$ cat config.mk
export PLATFORM = sky130hd
export DESIGN_NAME = id_ex_stage_reg
export DESIGN_NICKNAME = d
export VERILOG_FILES = /design/src/rtl/id_ex_stage_reg.sv
export SDC_FILE = /design/constraint.sdc
export NUM_CORES = 1
export LEC_CHECK = 0
export CELL_PAD_IN_SITES_DETAIL_PLACEMENT = 0
export CELL_PAD_IN_SITES_GLOBAL_PLACEMENT = 2
export CORE_MARGIN = 4
export CORE_UTILIZATION = 25
export CTS_CLUSTER_SIZE = 28
export DETAILED_ROUTE_END_ITERATION = 12
export GPL_TIMING_DRIVEN = 0
export PLACE_DENSITY_LB_ADDON = 0.1
export SLEW_MARGIN = 20
export SYNTH_ARGS = -nofsm -noshare
export SYNTH_HDL_FRONTEND = slang
export SYNTH_SLANG_ARGS = --single-unit
$ cat constraint.sdc
create_clock -name clk_i -period 2.95 [get_ports clk_i]
set_clock_uncertainty 0.15 [all_clocks]
set_input_delay 0.295 -clock clk_i [delete_from_list [all_inputs] [get_ports clk_i]]
set_output_delay 0.295 -clock clk_i [all_outputs]
set_load 0.005 [all_outputs]
$ cat src/rtl/id_ex_stage_reg.sv
// Purpose : ID/EX pipeline register with load-use hazard detection, branch flush, stall hold and bubble counter.
// Latency : one cycle from id_* inputs to ex_* outputs; stall_o is combinational (same cycle).
// Backpres: ex_stall_i holds every ex_* output; a load-use hazard raises stall_o and injects one bubble into EX.
// Ports   : clk_i/rst_n_i (async active-low); id_* decoded instruction and forwarded operands;
//           flush_i kills the ID instruction; ex_stall_i freezes this register; ex_* registered EX copy;
//           stall_o holds PC and IF/ID; bubble_cnt_o saturating count of load-use bubbles.
module id_ex_stage_reg #(
  parameter int ALU_OP_W = 4,
  parameter int CNT_W    = 16
) (
  input  logic                clk_i,
  input  logic                rst_n_i,
  input  logic                id_valid_i,
  input  logic [31:0]         id_pc_i,
  input  logic [31:0]         id_pc_plus4_i,
  input  logic [4:0]          id_rs1_addr_i,
  input  logic [4:0]          id_rs2_addr_i,
  input  logic                id_rs1_used_i,
  input  logic                id_rs2_used_i,
  input  logic [31:0]         id_rs1_data_i,
  input  logic [31:0]         id_rs2_data_i,
  input  logic [31:0]         id_imm_i,
  input  logic [4:0]          id_rd_addr_i,
  input  logic                id_reg_wr_sig_i,
  input  logic [1:0]          id_data_dest_i,
  input  logic                id_mem_wr_i,
  input  logic [ALU_OP_W-1:0] id_alu_op_i,
  input  logic                flush_i,
  input  logic                ex_stall_i,
  output logic                ex_valid_o,
  output logic [31:0]         ex_pc_o,
  output logic [31:0]         ex_pc_plus4_o,
  output logic [31:0]         ex_rs1_data_o,
  output logic [31:0]         ex_rs2_data_o,
  output logic [31:0]         ex_imm_o,
  output logic [4:0]          ex_rd_addr_o,
  output logic                ex_reg_wr_sig_o,
  output logic [1:0]          ex_data_dest_o,
  output logic                ex_mem_wr_o,
  output logic [ALU_OP_W-1:0] ex_alu_op_o,
  output logic                stall_o,
  output logic [CNT_W-1:0]    bubble_cnt_o
);

  // Writeback-source encoding shared with decode: 0 = ALU, 1 = MEM (load), 2 = PC.
  localparam logic [1:0] DEST_MEM = 2'd1;

  logic                r_valid;
  logic [31:0]         r_pc;
  logic [31:0]         r_pc_plus4;
  logic [31:0]         r_rs1_data;
  logic [31:0]         r_rs2_data;
  logic [31:0]         r_imm;
  logic [4:0]          r_rd_addr;
  logic                r_reg_wr;
  logic [1:0]          r_data_dest;
  logic                r_mem_wr;
  logic [ALU_OP_W-1:0] r_alu_op;
  logic [CNT_W-1:0]    r_bubble_cnt;

  logic w_ex_is_load;
  logic w_rs1_hit;
  logic w_rs2_hit;
  logic w_hazard;
  logic w_cnt_sat;

  // A load in EX only produces its data after MEM, so an ID consumer of its rd
  // must wait one cycle; x0 is never a real destination.
  assign w_ex_is_load = r_valid & r_reg_wr & (r_rd_addr != 5'd0) & (r_data_dest == DEST_MEM);
  assign w_rs1_hit    = id_rs1_used_i & (id_rs1_addr_i == r_rd_addr);
  assign w_rs2_hit    = id_rs2_used_i & (id_rs2_addr_i == r_rd_addr);
  assign w_hazard     = w_ex_is_load & id_valid_i & (w_rs1_hit | w_rs2_hit);
  assign w_cnt_sat    = &r_bubble_cnt;

  // A flushed ID instruction is dead, so it must not hold the front end; the
  // rst_n_i term keeps stall_o low while reset is asserted.
  assign stall_o = rst_n_i & (ex_stall_i | (w_hazard & ~flush_i));

  always_ff @(posedge clk_i or negedge rst_n_i) begin
    if (!rst_n_i) begin
      r_valid      <= 1'b0;
      r_pc         <= '0;
      r_pc_plus4   <= '0;
      r_rs1_data   <= '0;
      r_rs2_data   <= '0;
      r_imm        <= '0;
      r_rd_addr    <= '0;
      r_reg_wr     <= 1'b0;
      r_data_dest  <= '0;
      r_mem_wr     <= 1'b0;
      r_alu_op     <= '0;
      r_bubble_cnt <= '0;
    end else if (flush_i) begin
      // Data fields are don't-care for a killed entry and simply hold.
      r_valid  <= 1'b0;
      r_reg_wr <= 1'b0;
      r_mem_wr <= 1'b0;
    end else if (ex_stall_i) begin
      // Downstream full: keep the current EX entry intact.
    end else if (w_hazard) begin
      r_valid  <= 1'b0;
      r_reg_wr <= 1'b0;
      r_mem_wr <= 1'b0;
      if (!w_cnt_sat) begin
        r_bubble_cnt <= r_bubble_cnt + CNT_W'(1);
      end
    end else begin
      r_valid     <= id_valid_i;
      r_pc        <= id_pc_i;
      r_pc_plus4  <= id_pc_plus4_i;
      r_rs1_data  <= id_rs1_data_i;
      r_rs2_data  <= id_rs2_data_i;
      r_imm       <= id_imm_i;
      r_rd_addr   <= id_rd_addr_i;
      r_reg_wr    <= id_reg_wr_sig_i & id_valid_i;
      r_data_dest <= id_data_dest_i;
      r_mem_wr    <= id_mem_wr_i & id_valid_i;
      r_alu_op    <= id_alu_op_i;
    end
  end

  assign ex_valid_o      = r_valid;
  assign ex_pc_o         = r_pc;
  assign ex_pc_plus4_o   = r_pc_plus4;
  assign ex_rs1_data_o   = r_rs1_data;
  assign ex_rs2_data_o   = r_rs2_data;
  assign ex_imm_o        = r_imm;
  assign ex_rd_addr_o    = r_rd_addr;
  assign ex_reg_wr_sig_o = r_reg_wr;
  assign ex_data_dest_o  = r_data_dest;
  assign ex_mem_wr_o     = r_mem_wr;
  assign ex_alu_op_o     = r_alu_op;
  assign bubble_cnt_o    = r_bubble_cnt;

endmodule

==> flow_metrics.env, run 1 <==
export IMPL_status="completed"
export IMPL_die_h_um=181
export IMPL_finalSetupViolations=0
export IMPL_finish_utilization_pct=42.2
export IMPL_drv_slew=0
export IMPL_hold_violations=0
export IMPL_synth_cell_type_count=32
export IMPL_cts_sinks=190
export IMPL_cp_required_ns=2.51
export IMPL_grtUsageMet2_pct=25.5
export IMPL_cts_tree="yes"
export IMPL_finalPower_mw=7.07
export IMPL_vias_per_cell=4.28
export IMPL_grt_ovfl_total=0
export IMPL_tightest_slew_ns=0.528
export IMPL_yosysWarnings=0
export IMPL_syn_inst=481
export IMPL_crit_fanout=5
export IMPL_num_nets_final=1076
export IMPL_worstSkewPairLatency_ns=0.42
export IMPL_drive_gt1_share_pct=14.8
export IMPL_cts_buffers=17
export IMPL_post_route_period_util_pct=94.6
export IMPL_nFillCells=2784
export IMPL_worstSetupStartpointType="register"
export IMPL_ys_seq_elements=190
export IMPL_wirelength_um=24200
export IMPL_max_cap_viol_count=0
export IMPL_grt_total_usage_pct=14.7
export IMPL_grtUsageMet1_pct=17.0
export IMPL_drc=0
export IMPL_fp_dieW_um=181
export IMPL_drt_first_pass_iters=4
export IMPL_cts_root_buffer="clkbuf_16"
export IMPL_antenna_found_initial=1
export IMPL_worst_setup_path_end_kind="primary output"
export IMPL_period_needed_ns=2.79
export IMPL_syn2layout_area_growth_pct=66.6
export IMPL_ir_drop_uv=476
export IMPL_worstHoldPathType="in2async"
export IMPL_synth_area_um2=7500
export IMPL_grtUsageMet3_pct=5.76
export IMPL_cts_buffer_depth=2
export IMPL_grt_pass1_vias=6259
export IMPL_rsz0062_at_grt="false"
export IMPL_gp_congestion=0.796
export IMPL_fmax_mhz=358
export IMPL_port_buffers=380
export IMPL_place_ws_ns=0.00745
export IMPL_worst_ep_arrival_time_ns=2.35
export IMPL_drt_iter0_drc=125
export IMPL_rows=63
export IMPL_ys_async_sr_fraction_pct=100
export IMPL_p_leak_nw=5.06
export IMPL_core_area_um2=29600
export IMPL_multi_input_area_um2=2570
export IMPL_die_area_um2=32800
export IMPL_h_tree_depth=4
export IMPL_drtAntennaViolNets=0
export IMPL_grt_pass1_wl_um=37600
export IMPL_post_dp_hpwl_um=19000
export IMPL_synth_seq_area_share_pct=63.4
export IMPL_ios=381
export IMPL_reg2reg_depth=7
export IMPL_start_util_pct=25.3
export IMPL_avgRoutedWirePerCell_um=18.8
export IMPL_avgSynthCellArea_um2=15.6
export IMPL_grt_start_max_net_pins=91
export IMPL_relSlewSlack_pct=64.7
export IMPL_setup_slack_ns=0.159
export IMPL_grt_busiest_layer="met2"
export IMPL_seq_area_um2=4760
export IMPL_clk_pin_slew_ns=0.08
export IMPL_path_class="reg2out"
export IMPL_vias=5511
export IMPL_powerDensity_nw_per_um2=565
export IMPL_synth_edf_count=0
export IMPL_synthFlopType="dfrtp_1"
export IMPL_syn_num_nets=672
==> synth_stat cells (2+ instances only) <==
library cell,instances,area [um^2]
nand4_1,11,68.8
or4_1,2,15.0
nor3_1,5,25.0
nor4_1,8,50.1
nand3_1,12,60.1
xor2_1,7,61.3
buf_6,10,113
nor2_1,6,22.5
nand2_1,9,33.8
dfrtp_1,190,4750
mux2_2,71,800
o21ai_0,4,20.0
xnor2_1,18,158
nand3b_1,2,15.0
mux2_1,100,1130
clkbuf_1,3,11.3
buf_2,8,40.0
==> worst paths after layout <==
kind	to	slack [ns]	startpoint
max	stall_o	0.16	ex_rd_addr_o[2]
min	ex_imm_o[25]	0.14	rst_n_i
max reg2reg	ex_pc_plus4_o[11]	0.20	ex_rd_addr_o[2]
min reg2reg	ex_rs2_data_o[6]	0.34	ex_rs2_data_o[6]
max in group asynchronous	ex_rs2_data_o[26]	1.81	rst_n_i
min in group clk_i	ex_data_dest_o[1]	0.30	id_data_dest_i[1]
==> placed cells by master, fill, tap and decap left out, types with 8 or more instances in the layout <==
| cell type | instances |
|---|---|
| buf_2 | 8 |
| buf_6 | 11 |
| clkbuf_16 | 17 |
| clkdlybuf4s50_1 | 378 |
| dfrtp_1 | 189 |
| mux2_1 | 100 |
| mux2_2 | 71 |
| nand2_1 | 9 |
| nand3_1 | 12 |
| nand4_1 | 11 |
| nor4_1 | 8 |
| xnor2_1 | 18 |
==> area by class of cell <==
class | count | share of cell area, %
clock inverters | 14 | 1.35
multi-input cells | 268 | 20.6
clock buffers | 18 | 3.43
well taps | 390 | 3.90
inverters | 1 | 0.0300
repair buffers | 386 | 31.2
flip-flops and latches | 190 | 38.1
plain buffers | 21 | 1.45
diodes | 1 | 0.0200
==> critical path, cell delays in order (launching register included) <==
cell and delay [ns]:
dfrtp_2 0.46, or4_4 0.53, o211ai_1 0.27, clkbuf_8 0.18, nor3_1 0.04, o21a_1 0.17
dlygate4sd2_1 0.27
==> power by group <==
part	internal (mW)	leakage (nW)	switching (mW)
clock	1.22	0.293	1.14
combinational	1.08	2.50	0.494
sequential	2.95	2.27	0.184
total	5.25	5.06	1.82
==> registers in the layout, summed over array words and instances, names as in the netlist, 2 cells and up <==
signal	cells
bubble_cnt_o	16
ex_rd_addr_o	5
ex_rs1_data_o	32
ex_data_dest_o	2
ex_rs2_data_o	32
ex_pc_plus4_o	32
ex_imm_o	32
ex_alu_op_o	4
ex_pc_o	32
==> per-stage QoR <==
| stage | instance area (um^2) | TNS, ns | hold WS (ns) | cells |
|---|---|---|---|---|
| after global routing | 12500 | 0 | 0.129 | 1289 |
| final | 12500 | 0 | 0.135 | 1289 |
| after detailed placement | 11900 | 0 | -0.0172 | 1253 |
| after floorplan | 7500 | 0 | -0.151 | 481 |
| after global placement | 11800 | -1277.86 | 0.316 | 1251 |
| after CTS | 12500 | 0 | 0.103 | 1288 |
==> per-layer routing <==
| metal | wire [um] | vias up |
|---|---|---|
| met2 | 12200 | 236 |
| met4 | 509 | 0 |
| met1 | 9570 | 2714 |
| met5 | 0 | - |
| met3 | 1990 | 22 |
| li1 | - | 2539 |
==> cell families after synthesis <==
family	count (synthesis)	share of synthesized area, %
muxes	171	25.7
adders and majority gates	1	0.167
and+or+nand+nor	60	4.34
DFF	190	63.4
AOI/OAI and AO/OA	11	1.17
xor gates and xnor gates	25	2.92
buffers and inverters	23	2.34
==> what timing repair did <==
item	CTS	global route
hold buffers	1	0
cloned	0	0
endpoints found under the setup margin	5	1
hold endpoints to repair	190	0
gates resized for setup	6	1
pin swaps	1	0
setup buffers	3	0
Power figures use the tool's default switching activity.
==> run 2, diff against run 1 <==
Settings changed: RECOVER_POWER set to 25.
==> run 2 against run 1 <==
Net effect:
- die area is the same
- power barely moved
- first-iteration DRC count is 17% higher
- global-route usage unchanged
- maximum frequency hardly changed
- combinational power hardly changed
- sequential power hardly changed
- largest cell class unchanged
==> flow_metrics.env, run 2 (synthesis gave the netlist of run 1 again) <==
export IMPL_status="completed"
export IMPL_cts_root_buffer="clkbuf_16"
export IMPL_worst_ep_arrival_time_ns=2.35
export IMPL_cts_buffers=17
export IMPL_worstSetupStartpointType="register"
export IMPL_grt_pass1_vias=6259
export IMPL_grt_start_max_net_pins=91
export IMPL_post_dp_hpwl_um=19000
export IMPL_finalSetupViolations=0
export IMPL_p_leak_nw=5.05
export IMPL_place_area_um2=11900
export IMPL_crit_fanout=5
export IMPL_crit_buf_inv=2
export IMPL_ios=381
export IMPL_grt_ovfl_total=0
export IMPL_avgRoutedWirePerCell_um=18.8
export IMPL_reg2reg_to="ex_pc_plus4_o[11]"
export IMPL_drc=0
export IMPL_critPathMaxStageDelay_ns=0.53
export IMPL_powerDensity_nw_per_um2=566
export IMPL_crit_start="ex_rd_addr_o[2]"
export IMPL_antenna_found_initial=1
export IMPL_slowest_stage="or4_4"
export IMPL_relSlewSlack_pct=15.3
export IMPL_rsz0062_at_grt="false"
export IMPL_post_route_period_util_pct=94.6
export IMPL_drtAntennaViolNets=0
export IMPL_nFillCells=2786
export IMPL_worst_setup_path_end_kind="primary output"
export IMPL_drv_slew=0
export IMPL_vias_per_cell=4.27
export IMPL_rows=63
export IMPL_fmax_mhz=358
export IMPL_cp_required_ns=2.51
export IMPL_drt_iter0_drc=146
export IMPL_vias=5506
export IMPL_layout_commonest_cell="clkdlybuf4s50_1"
export IMPL_die_area_um2=32800
export IMPL_cts_tree="yes"
export IMPL_final_cell_area_um2=12500
export IMPL_max_cap_viol_count=0
export IMPL_wirelength_um=24300
export IMPL_core_area_um2=29600
export IMPL_cts_buffer_depth=2
export IMPL_cp_depth=6
export IMPL_worstSkewPairLatency_ns=0.42
export IMPL_rrSetupSlack_ns=0.20
export IMPL_layout_common_cells="clkdlybuf4s50_1, dfrtp_1, mux2_1"
export IMPL_port_buffers=380
export IMPL_gp_congestion=0.796
export IMPL_path_class="reg2out"
export IMPL_drive_gt1_share_pct=14.8
export IMPL_h_tree_depth=4
export IMPL_hold_violations=0
export IMPL_worstHoldPathType="in2async"
export IMPL_tightest_slew_ns=1.27
export IMPL_syn2layout_area_growth_pct=66.4
export IMPL_clk_pin_slew_ns=0.08
export IMPL_reg2reg_depth=7
export IMPL_cp_top_family="simple AND/OR/NAND/NOR gates"
export IMPL_crit_chain="or4_4 > o211ai_1 > clkbuf_8 > nor3_1 > o21a_1 > dlygate4sd2_1"
export IMPL_start_util_pct=25.3
export IMPL_crit_reg2reg_launch="ex_rd_addr_o[2]"
export IMPL_cts_sinks=190
export IMPL_finish_utilization_pct=42.1
export IMPL_grt_total_usage_pct=14.7
export IMPL_die_h_um=181
export IMPL_grt_pass1_wl_um=37600
export IMPL_num_nets_final=1076
export IMPL_drt_first_pass_iters=4
export IMPL_fp_dieW_um=181
export IMPL_ir_drop_uv=477
export IMPL_period_needed_ns=2.79
run 2: cell types whose count changed in the layout (fill, tap and decap cells not counted):
| cell | change |
|---|---|
| clkbuf_4 | +1 |
| buf_16 | -1 |
run 2: repair_timing:
item                                    4_1_cts  5_1_grt
endpoints found under the hold margin       190        0
resized for setup                             6        1
hold buffers                                  1        0
pin swaps                                     1        0
endpoints found under the setup margin        5        1
buffers inserted                              3        0
run 2: where the power goes:
part           total (mW)  switching [mW]  internal, mW
sequential           3.13           0.184          2.95
combinational        1.57           0.494          1.08
clock                2.36            1.14          1.22
total                7.07            1.82          5.25
run 2: per-layer routing:
layer	vias to the layer above	track usage [%]	wire length, um
li1	2538	-	-
met1	2710	17.0	9590
met2	236	25.5	12200
met3	22	5.76	1990
met4	0	4.02	509
met5	-	0	0
run 2: area by class of cell:
type	count	area (um^2)	area share [%]
clock buffer	18	429	3.44
timing repair buffer	386	3870	31.1
antenna	1	2.50	0.0201
multi-input combinational	268	2570	20.6
sequential	190	4760	38.1
buffer	21	181	1.45
inverter	1	3.75	0.0301
tap	390	488	3.91
clock inverter	14	169	1.35
run 2: worst max-delay path by stage:
stage	to	slack [ns]
after floorplan	ex_imm_o[15]	0.50
after global placement	ex_pc_o[10]	-6.71
after detailed placement	ex_imm_o[30]	0.007
after CTS	ex_rs1_data_o[2]	0.04
after global routing	stall_o	0.07
final	stall_o	0.16
run 2: stage by stage:
| step | TNS (ns) | total power [mW] | setup WS, ns | cells | hold slack (ns) |
|---|---|---|---|---|---|
| floorplan | 0 | 3.58 | 0.496 | 481 | -0.151 |
| global placement | -1277.86 | 4.77 | -6.71 | 1251 | 0.316 |
| detailed placement | 0 | 4.79 | 0.00745 | 1253 | -0.0172 |
| CTS | 0 | 7.22 | 0.0359 | 1288 | 0.103 |
| global route | 0 | 7.45 | 0.0750 | 1289 | 0.122 |
| finish | 0 | 7.07 | 0.159 | 1289 | 0.128 |
==> run 3, diff against run 2 <==
Settings changed: ABC_AREA set to 1, CORE_UTILIZATION 25 to 23.
==> run 3 against run 2 <==
Net effect:
- via count is 40% higher
- register-to-register slack better by 0.50 ns
- power shrank 2.4%
- design area increased by 5.7%
- non-clock buffer count grew 36
- sequential share of layout area shrank 2.0 points
- first-iteration DRC count up 100%
- critical path type is now in2out
- largest cell class unchanged
- largest power group unchanged
==> flow_metrics.env, run 3 <==
export IMPL_status="completed"
export IMPL_synth_top_area_cell="dfrtp_1"
export IMPL_finalSetupViolations=0
export IMPL_cts_sinks=190
export IMPL_combPwrFrac_pct=21.4
export IMPL_drive_gt1_share_pct=6.45
export IMPL_p_int_mw=5.12
export IMPL_worstHoldPathType="in2async"
export IMPL_vias_per_cell=4.23
export IMPL_syn2layout_area_growth_pct=61.4
export IMPL_gp_congestion=0.764
export IMPL_worstSkewPairLatency_ns=0.44
export IMPL_tightest_slew_ns=1.28
export IMPL_synth_area_um2=8170
export IMPL_grt_ovfl_total=0
export IMPL_grt_start_max_net_pins=86
export IMPL_synth_edf_count=0
export IMPL_final_cell_area_um2=13200
export IMPL_ios=381
export IMPL_crit_reg2reg_launch="bubble_cnt_o[0]"
export IMPL_seq_power_share_pct=44.6
export IMPL_synthFlopType="dfrtp_1"
export IMPL_cts_buffers=17
export IMPL_num_nets_final=1545
export IMPL_powerDensity_nw_per_um2=523
export IMPL_period_needed_ns=2.74
export IMPL_synth_area_mux_share_pct=0
export IMPL_cp_required_ns=2.51
export IMPL_rsz0062_at_grt="false"
export IMPL_clk_pin_slew_ns=0.07
export IMPL_finalPower_mw=6.90
export IMPL_crit_fanout=55
export IMPL_worstSetupStartpointType="input pin"
export IMPL_stdcell_count=1822
export IMPL_setup_tns_final_ns=0
export IMPL_core_area_um2=34800
export IMPL_vias=7707
export IMPL_holdWs_ns=0.188
export IMPL_cts_buffer_depth=2
export IMPL_worst_setup_path_end_kind="primary output"
export IMPL_syn_num_nets=1142
export IMPL_p_sw_share_pct=25.8
export IMPL_synth_top_cells_by_count="nand2_1, dfrtp_1, nand3_1"
export IMPL_p_leak_nw=6.27
export IMPL_grt_total_usage_pct=16.7
export IMPL_relSlewSlack_pct=14.9
export IMPL_synthXorXnorAreaFrac_pct=1.50
export IMPL_power_share_clock_pct=34.0
export IMPL_place_area_um2=12600
export IMPL_synthTopCellsByArea="dfrtp_1, nand2_1, nand3_1"
export IMPL_synth_most_common_cell="nand2_1"
export IMPL_path_class="in2out"
export IMPL_cts_root_buffer="clkbuf_16"
export IMPL_start_util_pct=23.5
export IMPL_wirelength_um=32400
export IMPL_finish_utilization_pct=37.9
export IMPL_p_switching_mw=1.78
export IMPL_post_dp_hpwl_um=24100
export IMPL_syn_inst=951
export IMPL_reg2reg_to="bubble_cnt_o[5]"
export IMPL_post_route_period_util_pct=92.8
export IMPL_avgRoutedWirePerCell_um=17.8
export IMPL_drtAntennaViolNets=0
export IMPL_synth_seq_area_share_pct=58.2
export IMPL_cts_tree="yes"
export IMPL_grt_pass1_vias=8032
export IMPL_ys_async_sr_fraction_pct=100
export IMPL_antenna_found_initial=10
export IMPL_rows=68
export IMPL_placedCellCount=1788
export IMPL_worst_ep_arrival_time_ns=2.29
export IMPL_drc=0
export IMPL_h_tree_depth=4
export IMPL_drt_first_pass_iters=5
export IMPL_port_buffers=380
export IMPL_synth_compound_area_share_pct=0.276
export IMPL_ys_seq_elements=190
export IMPL_fmax_mhz=365
export IMPL_max_cap_viol_count=0
export IMPL_fp_dieW_um=196
export IMPL_setup_slack_ns=0.213
export IMPL_synth_cell_type_count=21
export IMPL_die_area_um2=38600
export IMPL_synth_top_area_share_pct=58.2
export IMPL_ir_drop_uv=399
export IMPL_layout_common_cells="nand2_1, clkdlybuf4s50_1, dfrtp_1"
export IMPL_drv_slew=0
export IMPL_die_h_um=196
export IMPL_avgSynthCellArea_um2=8.59
export IMPL_reg2reg_depth=10
export IMPL_rrSetupSlack_ns=0.70
export IMPL_hold_violations=0
export IMPL_grt_pass1_wl_um=49500
export IMPL_synth_fa_ha_area_share_pct=0.153
export IMPL_yosysWarnings=0
export IMPL_place_ws_ns=0.0101
export IMPL_layout_commonest_cell="nand2_1"
export IMPL_synth_top_family_by_area="simple AND/OR/NAND/NOR gates"
export IMPL_yosys_area_share_simple_pct=33.4
export IMPL_drt_iter0_drc=294
[run 3: routing by layer]
layer	part of all wire [%]	wire length (um)	vias up	GRT usage, %
li1	-	-	3821	-
met1	42	13500	3626	20.6
met2	49	15700	218	27.6
met3	8.4	2720	30	6.70
met4	1.2	398	12	3.83
met5	0.24	77	-	0
[run 3: worst max-delay path, stage by stage]
cell and delay (ns):
dlygate4sd3_1 0.58, buf_12 0.29, buf_16 0.30, a21boi_1 0.20, clkdlybuf4s50_1 0.55
[run 3: area by class of cell]
class,instances,area (um^2)
clock inverter,6,85.1
tap,455,569
inverter,25,93.8
fill,3645,21600
clock buffer,23,488
antenna,3,7.51
sequential,190,4760
buffer,59,435
multi-input combinational,677,2890
timing repair buffer,384,3870
[run 3: timing repair]
| item | 4_1_cts | 5_1_grt |
|---|---|---|
| endpoints found under the setup margin | 0 | 1 |
| setup buffers | 0 | 1 |
| resized for setup | 0 | 6 |
| hold endpoints to repair | 51 | 0 |
| hold buffers | 1 | 0 |
[run 3: kinds of logic after synthesis]
group / count (synthesis)
flops: 190
fa+ha+maj: 1
xor+xnor: 14
compound gates: 4
buf+inv: 84
simple gates: 658
[run 3: power by group through the flow]
stage	Clock (mW)	Combinational [mW]	Sequential, mW
2_1_floorplan	0	0.365	3.13
3_3_place_gp	0	1.50	3.12
3_5_place_dp	0	1.51	3.12
4_1_cts	2.44	1.52	3.08
5_1_grt	2.55	1.63	3.12
6_report	2.34	1.48	3.08
[run 3: worst max-delay path by stage]
| stage | startpoint | end | slack [ns] | depth (start not counted) |
|---|---|---|---|---|
| after global placement | rst_n_i | ex_rs1_data_o[22] | -7.82 | 1 |
| after CTS | rst_n_i | stall_o | 0.03 | 5 |
| final | rst_n_i | stall_o | 0.21 | 5 |
| after global routing | ex_rd_addr_o[4] | stall_o | 0.04 | 9 |
| after floorplan | bubble_cnt_o[0] | bubble_cnt_o[13] | 1.05 | 10 |
| after detailed placement | ex_stall_i | ex_rs2_data_o[24] | 0.01 | 7 |
